## config.mk

```make
export PLATFORM = sky130hd
export DESIGN_NAME = addsub_arbiter
export DESIGN_NICKNAME = d
export VERILOG_FILES = /design/src/rtl/addsub_arbiter.sv
export SDC_FILE = /design/constraint.sdc
export NUM_CORES = 1
export LEC_CHECK = 0
export CAP_MARGIN = 10
export CELL_PAD_IN_SITES_DETAIL_PLACEMENT = 0
export CELL_PAD_IN_SITES_GLOBAL_PLACEMENT = 1
export CORE_MARGIN = 5
export CORE_UTILIZATION = 27
export CTS_CLUSTER_DIAMETER = 80
export DETAILED_ROUTE_END_ITERATION = 8
export GPL_TIMING_DRIVEN = 0
export PLACE_DENSITY = 0.94
export SLEW_MARGIN = 20
export SYNTH_ARGS = -nofsm -noshare
export SYNTH_HDL_FRONTEND = slang
export SYNTH_SLANG_ARGS = --single-unit
```

## constraint.sdc

```tcl
create_clock -name clk -period 6.46 [get_ports clk]
set_input_delay 0.646 -clock clk [delete_from_list [all_inputs] [get_ports clk]]
set_output_delay 0.646 -clock clk [all_outputs]
set_load 0.005 [all_outputs]
```

## src/rtl/addsub_arbiter.sv

```systemverilog
// Round-robin front end for one shared combinational 32-bit adder/subtractor.
// Each operation is granted in IDLE, executed in EXEC and returned in RESP.
module addsub_arbiter #(
   parameter int NREQ = 4,
   parameter int IDW  = 2
) (
   input  logic                 clk,
   input  logic                 rst_n,
   input  logic [NREQ-1:0]      req_valid,
   output logic [NREQ-1:0]      req_ready,
   input  logic [32*NREQ-1:0]   req_a,
   input  logic [32*NREQ-1:0]   req_b,
   input  logic [NREQ-1:0]      req_d,
   input  logic [NREQ-1:0]      req_cin,
   input  logic [NREQ-1:0]      req_si,
   output logic [31:0]          as_a,
   output logic [31:0]          as_b,
   output logic                 as_d,
   output logic                 as_cin,
   output logic                 as_si,
   input  logic [31:0]          as_s,
   input  logic                 as_cout,
   input  logic                 as_v,
   input  logic                 as_so,
   output logic                 rsp_valid,
   input  logic                 rsp_ready,
   output logic [IDW-1:0]       rsp_id,
   output logic [31:0]          rsp_s,
   output logic                 rsp_cout,
   output logic                 rsp_v,
   output logic                 rsp_so
);

   typedef enum logic [1:0] {IDLE, EXEC, RESP} state_e;

   state_e         state_q;
   logic [IDW-1:0] ptr_q, ptr_d;
   logic [IDW-1:0] id_q;
   logic [IDW-1:0] gnt_idx;
   logic           gnt_found;
   int             scan_j;

   logic [31:0]    sel_a, sel_b;
   logic           sel_d, sel_cin, sel_si;

   logic [31:0]    as_a_q, as_b_q;
   logic           as_d_q, as_cin_q, as_si_q;
   logic           rsp_valid_q;
   logic [IDW-1:0] rsp_id_q;
   logic [31:0]    rsp_s_q;
   logic           rsp_cout_q, rsp_v_q, rsp_so_q;

   // Scan from the pointer upward, wrapping at NREQ so that non-power-of-two
   // requester counts never produce an out-of-range index.
   always_comb begin
      gnt_found = 1'b0;
      gnt_idx   = '0;
      scan_j    = 0;
      if (state_q == IDLE) begin
         for (int k = 0; k < NREQ; k++) begin
            scan_j = (int'(ptr_q) + k) % NREQ;
            if (!gnt_found && req_valid[scan_j]) begin
               gnt_found = 1'b1;
               gnt_idx   = IDW'(scan_j);
            end
         end
      end
   end

   always_comb begin
      req_ready = '0;
      sel_a     = '0;
      sel_b     = '0;
      sel_d     = 1'b0;
      sel_cin   = 1'b0;
      sel_si    = 1'b0;
      for (int k = 0; k < NREQ; k++) begin
         req_ready[k] = gnt_found && (gnt_idx == IDW'(k));
         if (gnt_idx == IDW'(k)) begin
            sel_a   = req_a[32*k +: 32];
            sel_b   = req_b[32*k +: 32];
            sel_d   = req_d[k];
            sel_cin = req_cin[k];
            sel_si  = req_si[k];
         end
      end
      ptr_d = (gnt_idx == IDW'(NREQ-1)) ? '0 : gnt_idx + IDW'(1);
   end

   always_ff @(posedge clk or negedge rst_n) begin
      if (!rst_n) begin
         state_q     <= IDLE;
         ptr_q       <= '0;
         id_q        <= '0;
         as_a_q      <= '0;
         as_b_q      <= '0;
         as_d_q      <= 1'b0;
         as_cin_q    <= 1'b0;
         as_si_q     <= 1'b0;
         rsp_valid_q <= 1'b0;
         rsp_id_q    <= '0;
         rsp_s_q     <= '0;
         rsp_cout_q  <= 1'b0;
         rsp_v_q     <= 1'b0;
         rsp_so_q    <= 1'b0;
      end else begin
         case (state_q)
            IDLE: begin
               if (gnt_found) begin
                  as_a_q   <= sel_a;
                  as_b_q   <= sel_b;
                  as_d_q   <= sel_d;
                  as_cin_q <= sel_cin;
                  as_si_q  <= sel_si;
                  id_q     <= gnt_idx;
                  ptr_q    <= ptr_d;
                  state_q  <= EXEC;
               end
            end
            EXEC: begin
               rsp_s_q     <= as_s;
               rsp_cout_q  <= as_cout;
               rsp_v_q     <= as_v;
               rsp_so_q    <= as_so;
               rsp_id_q    <= id_q;
               rsp_valid_q <= 1'b1;
               state_q     <= RESP;
            end
            RESP: begin
               // Operand registers are deliberately left holding their last values.
               if (rsp_ready) begin
                  rsp_valid_q <= 1'b0;
                  state_q     <= IDLE;
               end
            end
            default: state_q <= IDLE;
         endcase
      end
   end

   assign as_a      = as_a_q;
   assign as_b      = as_b_q;
   assign as_d      = as_d_q;
   assign as_cin    = as_cin_q;
   assign as_si     = as_si_q;
   assign rsp_valid = rsp_valid_q;
   assign rsp_id    = rsp_id_q;
   assign rsp_s     = rsp_s_q;
   assign rsp_cout  = rsp_cout_q;
   assign rsp_v     = rsp_v_q;
   assign rsp_so    = rsp_so_q;

endmodule
```

==> impl_metrics.yaml, run 1 <==
clocking:
  ctsLongestPathBuffers: 2
  path_clk_slew_ns: 0.08
  htree_levels: 3
  clk_latency_ns: 0.35
  cts_made_buffers: 9
  cts_sinks: 111
  cts_tree: "yes"
  cts_setup_buffers: 0
  cts_root_buf: "clkbuf_16"
  ctsHoldBuffers: 0
  cts.repair.resized: 0
finish:
  diodes: 0
  finish.utilization_pct: 49.0
  syn_to_final_growth_pct: 77.8
  layout-drive-gt1-share_pct: 10.0
  final_cell_mix: "clkdlybuf4s50_1, a21oi_1, dfrtp_1"
  nets: 1405
  multi_input_area_mm2: 0.00288
  seqCellArea_mm2: 0.00278
  fillers: 2156
  final_common_cell: "clkdlybuf4s50_1"
worst_setup_path:
  slowest_stage: "clkdlybuf4s50_1"
  rr_worst_depth: 10
  cp.required_ns: 5.81
  path_delay_family: "buffers and inverters"
  rr_startpoint: "ptr_q[0]"
  reg2reg_setup_slack_ns: 3.11
  cp_slowest_stage_delay_ns: 0.55
  worst_r2r_endpoint: "as_a[24]"
  path_class: "in2out"
  startpoint_type: "input port"
  cp-end-kind: "output pin"
  worstPathMaxFanout: 10
  crit_buf_inv: 5
  cp_cell_sequence: "clkdlybuf4s50_1, nor2_1, a211o_2, a2111oi_4, ha_1, buf_2, buf_2, clkbuf_1, and2_1, clkdlybuf4s50_1"
  crit_arrival_ns: 4.17
  cp.depth: 10
worst_hold_path:
  hp-class: "in2async"
place:
  dp.final_hpwl_um: 23200
  io_buffers: 418
  gp_congestion: 0.865
global_routing:
  grt_max_degree: 65
  busiest_layer: "met2"
  first_global_vias: 7142
  use_met2_pct: 36.4
  met3_usage_pct: 5.76
  grt.total_usage_pct: 20.7
  grt_pass1_wl_um: 41800
  antenna_found_initial: 0
  use_met1_pct: 24.8
  grt_remaining_overflow: 0
route:
  drcViolationCount: 0
  drtIter0Drc: 364
  drt-total-wl_um: 29000
  drt-vias-per-instance: 5.05
  dr.pass1.iters: 5
  wl_per_cell_um: 21.0
  vias: 6972
  ant_nets: 0
die:
  core_area_mm2: 0.0227
  num_rows: 55
  pin_count: 419
  dieHeight_um: 162
  die_area_mm2: 0.0263
  dieWidth_um: 162
  initial_core_util_pct: 27.6
logic_synthesis:
  ys_seq_area_share_pct: 44.4
  synth-seq-cells: 111
  syn_inst: 661
  syn_area_per_cell_um2: 9.47
  synth.distinct_cells: 28
  mappedNetlistArea_mm2: 0.00626
  synth-async-reset-ratio_pct: 100
  yosys_warnings: 0
  synth-main-ff-cell: "dfrtp_1"
  syn_nets: 975
  synth_edf_count: 0
sta:
  setup_viol: 0
  rsz0062_at_grt: "no"
  max_slew_margin_pct: 42.8
  worstMarginPinSlew_ns: 0.858
  tns_ns: 0
  hold_violations: 0
  fin_skew_ns: 0.00716
  finalCritPeriodShare_pct: 74.5
  drv_slew: 0
  min_period_ns: 4.81
  fmax_mhz: 208
power_and_ir_drop:
  total_power_w: 0.00516
  ir_drop_mv: 0.201
  powerDensity_mw_per_mm2: 464
  p_leak_nw: 4.63
flow_run:
  maxCapViolCount: 0
status:
  status: "completed"
## per-layer routing
metal,part of all wire (%),vias up
met5,0,-
met4,2.5,0
met3,8.4,42
met2,50,341
met1,39,3327
li1,-,3262
## sequential cells by signal, summed over array words and instances (netlist names)
register and flops:
as_a 32, rsp_s 32, as_b 32, as_si 1, as_d 1, rsp_valid 1, state_q 2, ptr_q 2
as_cin 1, rsp_so 1, id_q 2, rsp_v 1, rsp_cout 1, rsp_id 2
## layout make-up
type | instances | area share (%)
Timing Repair Buffer | 419 | 37.9
Multi-Input combinational cell | 414 | 25.8
Sequential cell | 111 | 25.0
Tap cell | 285 | 3.20
Buffer | 64 | 3.00
Inverter | 72 | 2.44
Clock buffer | 9 | 2.02
Clock inverter | 7 | 0.663
## worst max path at each step
stage,from,end,slack (ns)
2_1_floorplan,req_valid[2],req_ready[3],3.41
3_3_place_gp,rst_n,as_a[0],0.42
3_5_place_dp,req_valid[2],req_ready[3],1.61
4_1_cts,req_valid[2],req_ready[3],1.60
5_1_grt,req_valid[2],req_ready[3],1.46
6_report,req_valid[2],req_ready[3],1.65
## worst register-to-register path, cell delays in order (launching register included)
cell       delay [ns]
dfrtp_1          0.45
nand4bb_1        0.23
and2_1           0.20
a311oi_2         0.42
ha_1             0.22
buf_2            0.29
buf_2            0.41
clkbuf_1         0.47
a21oi_1          0.13
a22oi_1          0.33
a21oi_2          0.10
## metrics by stage
stage          hold slack (ns)  std cells  cell area [um2]  setup slack [ns]
5_1_grt                  0.236       1381            11100              1.46
3_5_place_dp             0.460       1365            10800              1.61
2_1_floorplan            0.350        661             6260              3.41
3_3_place_gp             0.459       1364            10800             0.416
6_report                 0.213       1381            11100              1.65
4_1_cts                  0.214       1381            11100              1.60
## cells by family after synthesis
family / synth area share [%]
AOI/OAI and AO/OA: 32.4
and+or+nand+nor: 6.12
DFF: 44.4
adders and majority gates: 0.800
buffers and inverters: 9.67
muxes: 6.66
## cell usage after synthesis, types with 2 or more instances
| master | n | area share, % |
|---|---|---|
| a21oi_1 | 119 | 9.5 |
| dfrtp_1 | 111 | 44 |
| nor2_1 | 74 | 4.4 |
| inv_1 | 71 | 4.3 |
| a22oi_1 | 67 | 8.0 |
| a221o_1 | 66 | 11 |
| mux2_2 | 37 | 6.7 |
| clkbuf_1 | 30 | 1.8 |
| buf_2 | 21 | 1.7 |
| a21oi_2 | 18 | 2.5 |
| buf_4 | 6 | 0.72 |
| buf_6 | 6 | 1.1 |
| and2_1 | 5 | 0.50 |
| nand2_1 | 5 | 0.30 |
| ha_1 | 4 | 0.80 |
| o21ai_0 | 4 | 0.32 |
| a21o_1 | 3 | 0.36 |
| nor2b_1 | 3 | 0.30 |
| nand4bb_1 | 2 | 0.36 |
## power breakdown
| group | internal (W) | total (W) | switching (W) | leakage, nW |
|---|---|---|---|---|
| Sequential | 0.00107 | 0.00128 | 0.000206 | 1.28 |
| Clock | 0.000275 | 0.000566 | 0.000291 | 0.140 |
| Combinational | 0.00172 | 0.00332 | 0.00160 | 3.21 |
No activity file was read; power rests on OpenSTA's default activity.
==> run 2, diff against run 1 <==
Settings changed: CORE_UTILIZATION 27 to 23, PLACE_DENSITY 0.94 to 0.86.
Clock period 6.46 ns to 4.1 ns, I/O delays scaled along.
==> impl_metrics.yaml, run 2 (synthesis results as in run 1) <==
die:
  dieWidth_um: 175
  die_area_mm2: 0.0306
  num_rows: 60
  initial_core_util_pct: 23.3
  pin_count: 419
  core_area_mm2: 0.0269
  dieHeight_um: 175
worst_setup_path:
  startpoint_type: "input port"
  cp-end-kind: "output pin"
  worstPathMaxFanout: 10
  worst_r2r_endpoint: "as_a[10]"
  crit_arrival_ns: 3.53
  cp.required_ns: 3.69
  path_class: "in2out"
  rr_startpoint: "ptr_q[1]"
  reg2reg_setup_slack_ns: 0.67
  rr_worst_depth: 10
global_routing:
  grt_max_degree: 70
  grt.total_usage_pct: 18.3
  grt_remaining_overflow: 0
  grt_pass1_wl_um: 43300
  first_global_vias: 7209
  antenna_found_initial: 0
route:
  drtIter0Drc: 345
  drt-vias-per-instance: 4.85
  ant_nets: 0
  wl_per_cell_um: 20.7
  dr.pass1.iters: 4
  drt-total-wl_um: 29800
  drcViolationCount: 0
  vias: 6964
sta:
  hold_violations: 0
  fin_skew_ns: 0.0142
  fmax_mhz: 254
  rsz0062_at_grt: "no"
  drv_slew: 0
  worstMarginPinSlew_ns: 0.969
  min_period_ns: 3.94
  max_slew_margin_pct: 35.4
  setup_viol: 0
  setup_slack_ns: 0.163
  tns_ns: 0
  finalCritPeriodShare_pct: 96.0
finish:
  fin_cells: 1436
  syn_to_final_growth_pct: 79.5
  layout-drive-gt1-share_pct: 10.0
  diodes: 0
  nets: 1404
  final_cell_mix: "clkdlybuf4s50_1, a21oi_1, dfrtp_1"
  fin_area_mm2: 0.0112
  final_common_cell: "clkdlybuf4s50_1"
clocking:
  ctsLongestPathBuffers: 2
  cts_sinks: 111
  cts_tree: "yes"
  path_clk_slew_ns: 0.10
  htree_levels: 3
  clk_latency_ns: 0.36
  cts_root_buf: "clkbuf_16"
  cts_made_buffers: 9
power_and_ir_drop:
  ir_drop_mv: 0.354
  p_leak_nw: 4.65
  powerDensity_mw_per_mm2: 733
worst_hold_path:
  hp-class: "reg2reg"
  hp-start: "id_q[0]"
  worst_hold_path.num_cells: 1
  worst_hold_path.endpoint: "id_q[0]"
place:
  pre_cts_ws_ns: -0.346
  dp_cells: 1421
  gp_congestion: 0.855
  io_buffers: 418
  dpl-instance-area_mm2: 0.0109
  dp.final_hpwl_um: 23400
status:
  status: "completed"
flow_run:
  maxCapViolCount: 0
-- run 2: how the worst max path moves through the flow --
| stage | start | depth (start not counted) | to |
|---|---|---|---|
| 2_1_floorplan | req_valid[2] | 11 | as_a[0] |
| 3_3_place_gp | rst_n | 1 | as_b[20] |
| 3_5_place_dp | req_valid[2] | 10 | req_ready[3] |
| 4_1_cts | req_valid[2] | 10 | req_ready[1] |
| 5_1_grt | req_valid[2] | 10 | req_ready[1] |
| 6_report | req_valid[2] | 10 | req_ready[1] |
-- run 2: worst max-delay path, stage by stage --
cell             delay, ns
clkdlybuf4s50_1       0.57
nor2_1                0.09
a211o_2               0.41
a2111oi_4             0.35
ha_1                  0.22
buf_2                 0.24
buf_6                 0.24
buf_2                 0.29
and2_1                0.16
clkdlybuf4s50_1       0.53
-- run 2: through the flow --
stage	hold WS, ns	util [%]	power (W)
floorplan	0.114	-	0.00480
global placement	0.455	40.4	0.00724
detailed placement	0.370	40.6	0.00733
CTS	0.486	41.8	0.00834
global route	0.501	41.8	0.00885
finish	0.488	41.8	0.00824
-- run 2: routing by layer --
layer	routed length, um	vias up	track usage, %
li1	-	3258	-
met5	0	-	0
met4	667	0	5.53
met3	2660	32	5.91
met1	11600	3344	21.1
met2	14800	330	32.5
-- run 2: power by group --
part,leakage [nW],total (W),switching [W],internal (W)
Sequential,1.28,0.00200,0.000310,0.00169
Clock,0.156,0.000962,0.000508,0.000454
Combinational,3.21,0.00528,0.00257,0.00271
-- run 2: layout make-up --
cell class	count	area, um2
timing repair buffer	420	4220
inverter	72	272
sequential	111	2780
multi-input combinational	414	2880
tap	341	427
buffer	62	335
clock inverter	7	98.8
fill	2717	15600
clock buffer	9	225
-- run 2: what timing repair did --
action | 4_1_cts | 5_1_grt
cloned | 0 | 0
gates resized for setup | 3 | 0
buffers inserted | 0 | 0
hold buffers | 1 | 0
endpoints found under the setup margin | 3 | 1
endpoints found under the hold margin | 42 | 0
pin swaps | 0 | 1
==> RTL change, RTL diff (settings of run 1) <==
Change the parameter `IDW` from 2 to 4.
--- a/src/rtl/addsub_arbiter.sv
+++ b/src/rtl/addsub_arbiter.sv
@@ -3,5 +3,5 @@
 module addsub_arbiter #(
    parameter int NREQ = 4,
-   parameter int IDW  = 2
+   parameter int IDW  = 4
 ) (
    input  logic                 clk,
Ports: changed (resized rsp_id); port bits go from 419 to 421. No check against the original RTL was run, so the function may have changed too.
==> RTL change against run 1 <==
  * Clock power up 2%
  * Sequential cell count stayed put
  * Utilization increased by 0.18 points
  * Setup slack got worse by 74 ps
  * Synthesized area rose by 0.40%
  * Routed wire length is 0.72% lower
  * Via count down 0.34%
  * Power about the same
  * Cell count up 2.3%
  * Fmax is 1.5% lower
  * Count of clock-buffer cells in the layout stayed put
  * First-iteration DRC count increased by 6.6%
  * Final area is 0.67% higher
  * Sequential share of layout area down 0.17 points
  * Critical endpoint unchanged
  * Largest cell class unchanged
  * Largest power group unchanged
  * Highest routed layer unchanged
==> RTL change: results (changes against run 1) <==
| Metric | Value |
|---|---|
| Register-to-register setup slack | 3080 ps (-30 ps) |
| Mapped Avg Cell Area | 9.47 sq um (about the same) |
| DR vias/cell | 4.92 (-2.6%) |
| Worst skew pair latency | 360 ps |
| FFs w/ async S/R, synth | 1.00 (unchanged) |
| R2R depth | 10 (unchanged) |
| DR vias | 6948 (-0.34%) |
| Slew @ Worst Pin | 933 ps (+75.7 ps) |
| Final Hold Fails | 0 (unchanged) |
| Initial antenna violation count | 0 (unchanged) |
| Total CTS buffers | 9 (unchanged) |
| Pre-CTS setup slack | 1450 ps (-154 ps) |
| Most used DFF post-synth | dfrtp_1 |
| Starting DRC count in detailed routing | 388 (+6.6%) |
| Vias in the first global route | 7127 (-0.21%) |
| Row count | 55 (unchanged) |
| Hpwl dp | 22800 um (-1.4%) |
| Crit Reg-Reg Endpoint | as_a[27]$_DFFE_PN0P_ |
| Routability cong. | 0.859 (-0.76%) |
| Status | complete, no violations |
| PortBufs | 418 (unchanged) |
| Post-CTS setup buffers | 0 (unchanged) |
| GRT Util Overall | 0.205 (-0.00197) |
| Seq/Total Area, Yosys | 0.442 (-0.00177) |
| Router iterations before antenna repair | 5 (unchanged) |
| P_int | 3060 uW (about the same) |
| Setup Skew | 18.0 ps (+10.8 ps) |
| Library cells used by synthesis | 28 (unchanged) |
| Most frequent cells after synthesis | a21oi_1, dfrtp_1, nor2_1 |
| Resize count post-CTS | 0 (unchanged) |
| LEAKAGE | 0.00465 uW (+0.50%) |
| Max clock buf depth | 2 (unchanged) |
| Placed cell areas | 0.0109 sq mm (+0.59%) |
| Worst flop-to-flop path startpoint | ptr_q[0]$_DFFE_PN0P_ |
| Clock transition at the registers of the reported paths | 80 ps (about the same) |
| Root Driver | clkbuf_16 |
| Worst hold path type | input pin to asynchronous set/reset pin |
| Largest net degree at the start of global routing | 71 (+9.2%) |
| Routed Wire Length | 28800 um (-0.72%) |
| H-tree Lvls | 3 (unchanged) |
| Max IR drop VDD | 0.000148 V (-27%) |
| Diodes inserted | 0 (unchanged) |
| First-pass GRT wire length | 41700 um (-0.25%) |
| Top cells by area, synth | dfrtp_1, a221o_1, a21oi_1 |
| Worst-path fanout max | 10 (unchanged) |
| Layout cell share with drive strength beyond 1 | 0.104 (+0.00327) |
| Critical path launch point | req_valid[1] |
| Ys Warns | 0 (unchanged) |
## RTL change: worst max-delay path: stages
cell	delay, ps
clkdlybuf4s50_1	590
nor2_1	120
a211o_4	380
a2111oi_4	420
ha_1	210
buf_2	260
buf_2	350
clkbuf_1	530
and2_1	210
clkdlybuf4s50_1	510
## RTL change: per-stage QoR
stage	total power [uW]	hold WS (ps)
2_1_floorplan	3050	350
3_3_place_gp	4570	463
3_5_place_dp	4630	467
4_1_cts	5220	197
5_1_grt	5560	211
6_report	5160	202
## RTL change: power by group through the flow
stage	Clock [uW]	Sequential (uW)	Combinational [uW]
4_1_cts	595	1280	3350
3_5_place_dp	0	1290	3340
3_3_place_gp	0	1270	3300
6_report	577	1270	3310
2_1_floorplan	0	1290	1750
5_1_grt	623	1320	3610
## RTL change: layout make-up
type	instances	area, sq um
fillers	2144	11600
repair buffers	419	4210
multi-input cells	416	2900
flip-flops and latches	111	2780
well taps	313	392
plain buffers	66	342
inverters	72	270
clock buffers	9	225
clock inverters	7	85.1
## RTL change: cells by family (layout without fill, tap and decap cells)
family                   count (synthesis)  after routing  synth area share
AO/OA/AOI/OAI                          282            282             0.325
buffers and inverters                  138            573            0.0974
flip-flops                             111            111             0.442
AND/OR/NAND/NOR                         91             91            0.0609
multiplexers                            37             37            0.0663
adder cells (fa/ha/maj)                  4              4           0.00796
other                                    1              2          0.000597
## RTL change: worst max-delay path by stage
stage                                 endpoint  slack (ps)
after floorplan                   req_ready[3]        3430
after global placement    as_b[20]$_DFFE_PN0P_         330
after detailed placement          req_ready[3]        1450
after CTS                         req_ready[3]        1520
after global routing              req_ready[3]        1370
final                             req_ready[3]        1570
## RTL change: per-layer routing
metal,vias up,global-route usage,routed length (um)
met2,349,0.367,14400
met1,3291,0.247,11300
met4,0,0.0385,346
met5,-,0,0
met3,27,0.0610,2730
li1,3281,-,-
